[src/rtl/pwm_seq_pkg.sv]
// Shared types and helpers for the PWM sample sequencer: state encoding,
// midscale constant and signed-to-offset-binary conversion.
package pwm_seq_pkg;

    typedef enum logic [1:0] {IDLE, PRIME, RUN, UNDERRUN} state_t;

    // Helpers work on a wide word; callers truncate to their own DATA_W.
    localparam int unsigned MAX_W = 64;

    function automatic int unsigned cnt_w(input int unsigned n);
        return (n > 1) ? $clog2(n) : 1;
    endfunction

    function automatic logic [MAX_W-1:0] midscale(input int unsigned w);
        return MAX_W'(1) << (w - 1);
    endfunction

    // Flipping the sign bit maps two's complement onto offset binary.
    function automatic logic [MAX_W-1:0] to_offset(input logic [MAX_W-1:0] s,
                                                   input int unsigned w);
        return s ^ midscale(w);
    endfunction

endpackage

[src/rtl/pwm_sample_sequencer_if.sv]
// Upstream sample stream (valid/ready) feeding the PWM sample sequencer.
interface pwm_sample_sequencer_if #(
    parameter int unsigned DATA_W = 22
);
    logic [DATA_W-1:0] in_data;
    logic              in_valid;
    logic              in_ready;

    modport master (output in_data, output in_valid, input in_ready);
    modport slave  (input in_data, input in_valid, output in_ready);
endinterface

[src/rtl/pwm_seq_fifo.sv]
// Small synchronous FIFO with flush and occupancy level; flush beats push/pop.
module pwm_seq_fifo
    import pwm_seq_pkg::*;
#(
    parameter int unsigned DATA_W = 22,
    parameter int unsigned DEPTH  = 4
) (
    input  logic                     clk,
    input  logic                     reset,
    input  logic                     push,
    input  logic                     pop,
    input  logic                     flush,
    input  logic [DATA_W-1:0]        wdata,
    output logic [DATA_W-1:0]        rdata,
    output logic [$clog2(DEPTH):0]   level,
    output logic                     full,
    output logic                     empty
);
    localparam int unsigned PTR_W = cnt_w(DEPTH);
    localparam int unsigned LVL_W = $clog2(DEPTH) + 1;

    logic [DATA_W-1:0] mem [DEPTH];
    logic [PTR_W-1:0]  wr_ptr;
    logic [PTR_W-1:0]  rd_ptr;
    logic              do_push;
    logic              do_pop;

    assign full    = (level == LVL_W'(DEPTH));
    assign empty   = (level == '0);
    assign do_push = push && !full && !flush;
    assign do_pop  = pop && !empty && !flush;
    assign rdata   = mem[rd_ptr];

    always_ff @(posedge clk or posedge reset) begin
        if (reset) begin
            wr_ptr <= '0;
            rd_ptr <= '0;
            level  <= '0;
        end else if (flush) begin
            wr_ptr <= '0;
            rd_ptr <= '0;
            level  <= '0;
        end else begin
            if (do_push) wr_ptr <= wr_ptr + PTR_W'(1);
            if (do_pop)  rd_ptr <= rd_ptr + PTR_W'(1);
            case ({do_push, do_pop})
                2'b10:   level <= level + LVL_W'(1);
                2'b01:   level <= level - LVL_W'(1);
                default: level <= level;
            endcase
        end
    end

    always_ff @(posedge clk) begin
        if (do_push) mem[wr_ptr] <= wdata;
    end

endmodule

[src/rtl/pwm_sample_sequencer.sv]
// Feeds buffered samples to the PWM duty input, one per PERIOD-clock frame.
// Optional UNDERRUN_CNT_EN adds a saturating 16-bit underrun_count output.
module pwm_sample_sequencer
    import pwm_seq_pkg::*;
#(
    parameter int unsigned DATA_W     = 22,
    parameter int unsigned PERIOD     = 22,
    parameter int unsigned FIFO_DEPTH = 4,
    parameter int unsigned PRIME_LVL  = 2
) (
    input  logic                          clk,
    input  logic                          reset,
    input  logic                          enable,
    input  logic                          flush,
    input  logic                          clr_underrun,
    pwm_sample_sequencer_if.slave         in_if,
    output logic [DATA_W-1:0]             Dato,
    output logic                          load,
    output logic [cnt_w(PERIOD)-1:0]      contador,
    output logic [$clog2(FIFO_DEPTH):0]   fifo_level,
    output logic                          underrun
`ifdef UNDERRUN_CNT_EN
    ,
    output logic [15:0]                   underrun_count
`endif
);
    localparam int unsigned CNT_W = cnt_w(PERIOD);
    localparam int unsigned LVL_W = $clog2(FIFO_DEPTH) + 1;
    localparam logic [DATA_W-1:0] MIDSCALE = DATA_W'(midscale(DATA_W));
    localparam logic [CNT_W-1:0]  LAST     = CNT_W'(PERIOD - 1);

    state_t            state;
    logic [DATA_W-1:0] head;
    logic [DATA_W-1:0] head_duty;
    logic              full;
    logic              empty;
    logic              running;
    logic              boundary;
    logic              pop;
    logic              starve;

    assign running   = (state == RUN) || (state == UNDERRUN);
    assign boundary  = running && (contador == LAST);
    assign pop       = enable && (((state == PRIME) && (fifo_level >= LVL_W'(PRIME_LVL)))
                                  || (boundary && !empty));
    assign starve    = enable && boundary && empty;
    assign head_duty = DATA_W'(to_offset(MAX_W'(head), DATA_W));
    assign in_if.in_ready = !full;

    pwm_seq_fifo #(
        .DATA_W (DATA_W),
        .DEPTH  (FIFO_DEPTH)
    ) u_fifo (
        .clk   (clk),
        .reset (reset),
        .push  (in_if.in_valid),
        .pop   (pop),
        .flush (flush),
        .wdata (in_if.in_data),
        .rdata (head),
        .level (fifo_level),
        .full  (full),
        .empty (empty)
    );

    always_ff @(posedge clk or posedge reset) begin
        if (reset) begin
            state    <= IDLE;
            Dato     <= MIDSCALE;
            load     <= 1'b0;
            contador <= '0;
            underrun <= 1'b0;
        end else begin
            load <= 1'b0;
            // A fresh underrun event takes priority over a clear request.
            if (starve)            underrun <= 1'b1;
            else if (clr_underrun) underrun <= 1'b0;

            if (!enable) begin
                state    <= IDLE;
                Dato     <= MIDSCALE;
                contador <= '0;
            end else begin
                unique case (state)
                    IDLE: begin
                        state    <= PRIME;
                        contador <= '0;
                    end
                    PRIME: begin
                        contador <= '0;
                        if (pop) begin
                            Dato  <= head_duty;
                            load  <= 1'b1;
                            state <= RUN;
                        end
                    end
                    RUN, UNDERRUN: begin
                        contador <= boundary ? '0 : contador + CNT_W'(1);
                        if (pop) begin
                            Dato  <= head_duty;
                            load  <= 1'b1;
                            state <= RUN;
                        end else if (boundary) begin
                            Dato  <= MIDSCALE;
                            state <= UNDERRUN;
                        end
                    end
                    default: state <= IDLE;
                endcase
            end
        end
    end

`ifdef UNDERRUN_CNT_EN
    always_ff @(posedge clk or posedge reset) begin
        if (reset) begin
            underrun_count <= '0;
        end else if (starve) begin
            if (underrun_count != 16'hFFFF) underrun_count <= underrun_count + 16'd1;
        end else if (clr_underrun) begin
            underrun_count <= '0;
        end
    end
`endif

endmodule

[src/flat_wrapper.sv]
// flat-port wrapper written by rule: the top's interface ports become plain ports
module pwm_sample_sequencer_flat import pwm_seq_pkg::*;
#(
    parameter int unsigned DATA_W     = 22,
    parameter int unsigned PERIOD     = 22,
    parameter int unsigned FIFO_DEPTH = 4,
    parameter int unsigned PRIME_LVL  = 2
)
  (clk, reset, enable, flush, clr_underrun, Dato, load, contador, fifo_level, underrun, in_if_in_data, in_if_in_valid, in_if_in_ready);
  pwm_sample_sequencer_if #(.DATA_W(DATA_W)) in_if_i ();
  input  logic clk;
  input  logic reset;
  input  logic enable;
  input  logic flush;
  input  logic clr_underrun;
  output logic [DATA_W-1:0] Dato;
  output logic load;
  output logic [cnt_w(PERIOD)-1:0] contador;
  output logic [$clog2(FIFO_DEPTH):0] fifo_level;
  output logic underrun;
  input wire logic [$bits(in_if_i.in_data)-1:0] in_if_in_data;
  input wire logic [$bits(in_if_i.in_valid)-1:0] in_if_in_valid;
  output wire logic [$bits(in_if_i.in_ready)-1:0] in_if_in_ready;
  assign in_if_i.in_data = in_if_in_data;
  assign in_if_i.in_valid = in_if_in_valid;
  assign in_if_in_ready = in_if_i.in_ready;
  pwm_sample_sequencer #(.DATA_W(DATA_W), .PERIOD(PERIOD), .FIFO_DEPTH(FIFO_DEPTH), .PRIME_LVL(PRIME_LVL)) u_core (.clk(clk), .reset(reset), .enable(enable), .flush(flush), .clr_underrun(clr_underrun), .in_if(in_if_i), .Dato(Dato), .load(load), .contador(contador), .fifo_level(fifo_level), .underrun(underrun));
endmodule
[config.mk]
export PLATFORM = sky130hd
export DESIGN_NAME = pwm_sample_sequencer_flat
export DESIGN_NICKNAME = d
export VERILOG_FILES = /design/src/rtl/pwm_seq_pkg.sv /design/src/rtl/pwm_sample_sequencer_if.sv /design/src/rtl/pwm_seq_fifo.sv /design/src/rtl/pwm_sample_sequencer.sv /design/src/flat_wrapper.sv
export SDC_FILE = /design/constraint.sdc
export NUM_CORES = 1
export LEC_CHECK = 0
export ABC_CLOCK_PERIOD_IN_PS = 2300
export BUFFER_PORTS_ARGS = -buffer_cell sky130_fd_sc_hd__buf_2
export CORE_ASPECT_RATIO = 2
export CORE_MARGIN = 4
export CORE_UTILIZATION = 52
export DETAILED_ROUTE_END_ITERATION = 10
export PLACE_DENSITY_LB_ADDON = 0.25
export SLEW_MARGIN = 10
export SYNTH_ARGS = -nofsm -noshare
export SYNTH_HDL_FRONTEND = slang
export SYNTH_SLANG_ARGS = --single-unit
[constraint.sdc]
create_clock -name clk -period 2.3 [get_ports clk]
set_clock_uncertainty 0.1 [all_clocks]
set_input_delay 0.115 -clock clk [delete_from_list [all_inputs] [get_ports clk]]
set_output_delay 0.115 -clock clk [all_outputs]
set_load 0.01 [all_outputs]
==> flow_metrics.py <==
metrics = {
    "cts": {
        "cts_root_buf": "clkbuf_16",
        "clock_tree.buffer_depth": 2,
        "clock-sinks": 126,
        "cts_tree": "built",
        "cts.clk_slew.worst_paths_ns": 0.06,
        "clk-insertion-delay-late_ns": 0.40,
        "h-tree-depth": 4,
        "numCtsBuffers": 17,
    },
    "floorplanning": {
        "rows": 49,
        "die_y_microns": 145,
        "core_area_sq_mm": 0.00914,
        "ios": 61,
        "dieArea_sq_mm": 0.0112,
        "initial_core_util_pct": 53.8,
        "die_w_microns": 76.7,
    },
    "power": {
        "power_density_mw_per_mm2": 868,
        "ir_drop_mv": 0.745,
        "finalPower_mw": 5.50,
        "p_leak_nw": 2.51,
    },
    "route": {
        "drc": 0,
        "top_layer": "met4",
        "ant_nets": 0,
        "wl_met3_microns": 394,
        "drtIter0Drc": 176,
        "firstDrtPassIters": 4,
        "wl_per_cell_microns": 19.9,
        "viasPerCell": 5.75,
        "route.vias.total": 2836,
        "route.final.wire_length_mm": 9.81,
        "wl_met2_mm": 5.40,
        "m1WireLength_mm": 3.74,
    },
    "critical_path": {
        "cp-start-kind": "flip-flop",
        "critical_path_required_ns": 2.50,
        "crit_arrival_ns": 2.42,
        "worstPathMaxFanout": 7,
        "critPathKind": "flip-flop to flip-flop",
        "crit_path_end_kind": "flip-flop",
    },
    "sta": {
        "clock.fmax_ghz": 0.451,
        "final_max_slew_viol_count": 0,
        "max_slew_margin_pct": 56.8,
        "hold_violations": 0,
        "fin_ws_ns": 0.0847,
        "setup_viol": 0,
        "tightest_slew_ns": 0.645,
        "fin_crit_sh_pct": 96.3,
        "min_period_ns": 2.22,
    },
    "finish": {
        "layout-drive-gt1-share_pct": 37.9,
        "fin_util_pct": 69.4,
        "area_growth_pct": 29.0,
        "seqCellArea_sq_mm": 0.00360,
        "final_nets": 413,
        "multiInputGateArea_sq_mm": 0.00123,
        "fillCellCount": 616,
        "diodes": 0,
    },
    "run": {
        "cap_viol_max_count": 0,
    },
    "global_route": {
        "grt_usage_pct": 19.1,
        "grt_remaining_overflow": 0,
        "grt_max_degree": 25,
        "grt_pass1_vias": 3101,
        "grt_first_pass_wirelength_mm": 15.9,
        "antenna_found_initial": 0,
    },
    "placement": {
        "port_buffers": 60,
        "pre_cts_ws_ns": 0.0426,
        "globalplace.congestion": 0.866,
        "hpwl_mm": 6.14,
    },
    "logic_synthesis": {
        "postSynthCellCount": 264,
        "syn-num-nets": 299,
        "ys_types": 45,
        "synth_flop_cell": "edfxtp_1",
        "syn_area_per_cell_sq_um": 18.6,
        "seq_area_frac_synth_pct": 73.2,
        "synth_warnings": 0,
        "synth_edf_count": 88,
        "synth_area_sq_mm": 0.00491,
        "ys_seq_elements": 126,
        "async_reset_ff_share_pct": 30.2,
    },
    "status": {
        "outcome": "finished, final reports clean",
    },
    "min_path": {
        "hp-class": "input port to asynchronous set/reset pin",
    },
}
## repair_timing
| action | in CTS | in global routing |
|---|---|---|
| gates resized for setup | 0 | 7 |
| hold buffers | 27 | 0 |
| buffers inserted | 0 | 3 |
| setup endpoints to repair | 0 | 2 |
| hold endpoints to repair | 108 | 0 |
## worst max-delay path: stages (launching register included)
cell and delay, ns:
dfrtp_1 0.44, or3_4 0.44, nand2_2 0.10, inv_2 0.04, and3_4 0.16, fa_2 0.39
a21oi_1 0.19, nand4_1 0.14, o311ai_1 0.11
## path summary, 6_finish.rpt
path	depth (start not counted)	end	slack, ns	start
worst min register to register	2	u_core.Dato[21]	0.38	u_core.Dato[21]
worst max-delay path	8	u_core.u_fifo.level[2]	0.08	u_core.u_fifo.level[2]
min in group clk	3	u_core.underrun	0.34	clr_underrun
worst min-delay path	3	u_core.Dato[7]	0.16	reset
max in group asynchronous	4	u_core.u_fifo.rd_ptr[0]	1.20	reset
worst max register to register	8	u_core.u_fifo.level[2]	0.08	u_core.u_fifo.level[2]
## cell usage after synthesis (2+ instances only)
| library cell | instances | area, sq um |
|---|---|---|
| nand3_1 | 4 | 20.0 |
| nand2_1 | 7 | 26.3 |
| a22o_1 | 21 | 184 |
| o21ai_0 | 4 | 20.0 |
| a31oi_1 | 2 | 12.5 |
| dfrtp_1 | 37 | 926 |
| xor2_1 | 2 | 17.5 |
| or3_1 | 2 | 12.5 |
| a21oi_1 | 3 | 15.0 |
| xnor2_1 | 2 | 17.5 |
| clkbuf_1 | 4 | 15.0 |
| o22ai_1 | 2 | 12.5 |
| mux4_2 | 22 | 495 |
| buf_2 | 4 | 20.0 |
| ha_1 | 6 | 75.1 |
| edfxtp_1 | 88 | 2640 |
| inv_1 | 8 | 30.0 |
| inv_2 | 2 | 7.51 |
| mux2i_1 | 2 | 20.0 |
| buf_4 | 3 | 22.5 |
| and2_1 | 4 | 25.0 |
| nor2_1 | 12 | 45.0 |
## power by group
group	switching [mW]	internal, mW
logic	0.168	0.143
registers	0.0325	2.51
clock network	0.902	1.75
total	1.10	4.40
## layout make-up
class	instances	area share, %
inverters	10	0.592
well taps	102	2.01
clock buffers	20	7.21
repair buffers	107	11.8
clock inverters	12	2.25
flip-flops and latches	126	56.8
multi-input cells	116	19.4
## cells in the final DEF (no fill, tap or decap), types with 2 or more instances in the layout
cell and count:
a21oi_1 3, a22o_1 21, a31oi_1 2, and2_1 4, buf_12 2, buf_2 60
buf_4 18, bufinv_16 3, clkbuf_16 17, clkbuf_8 2, clkinv_1 2, clkinv_2 5
clkinvlp_4 2, dfrtp_1 36, dlygate4sd3_1 27, edfxtp_1 88, ha_1 5, inv_1 6
inv_2 3, mux2i_1 2, mux4_2 22, nand2_1 6, nand3_1 4, nor2_1 11
o21ai_0 4, o22ai_1 2, xnor2_1 2, xor2_1 2
## metal layers
layer,vias up,track usage (%)
met5,-,0
met4,0,9.17
met3,24,5.64
met1,1448,20.7
met2,95,33.5
li1,1269,-
## through the flow
step | area (sq um) | hold WS (ns) | TNS (ns) | instances
2_1_floorplan | 4910 | 0.114 | 0 | 264
3_3_place_gp | 5420 | 0.0392 | 0 | 431
3_5_place_dp | 5420 | 0.0529 | 0 | 431
4_1_cts | 6290 | 0.173 | 0 | 490
5_1_grt | 6340 | 0.209 | -0.0120 | 493
6_report | 6340 | 0.165 | 0 | 493
## kinds of logic after synthesis
family / after synthesis / share of synthesized area (%)
flops: 126 / 73.2
simple gates: 40 / 4.51
buf+inv: 22 / 2.17
mux: 25 / 10.7
fa+ha+maj: 7 / 1.94
compound gates: 40 / 6.75
xor+xnor: 4 / 0.714
## registers in the layout (all words and copies together), names as in the netlist
name / count
u_core.contador: 5
u_core.u_fifo.level: 3
u_core.u_fifo.wr_ptr: 2
u_core.state: 2
u_core.load: 1
u_core.underrun: 1
u_core.Dato: 22
u_core.u_fifo.rd_ptr: 2
u_core.u_fifo.mem: 88
No activity file was read; power rests on OpenSTA's default activity.
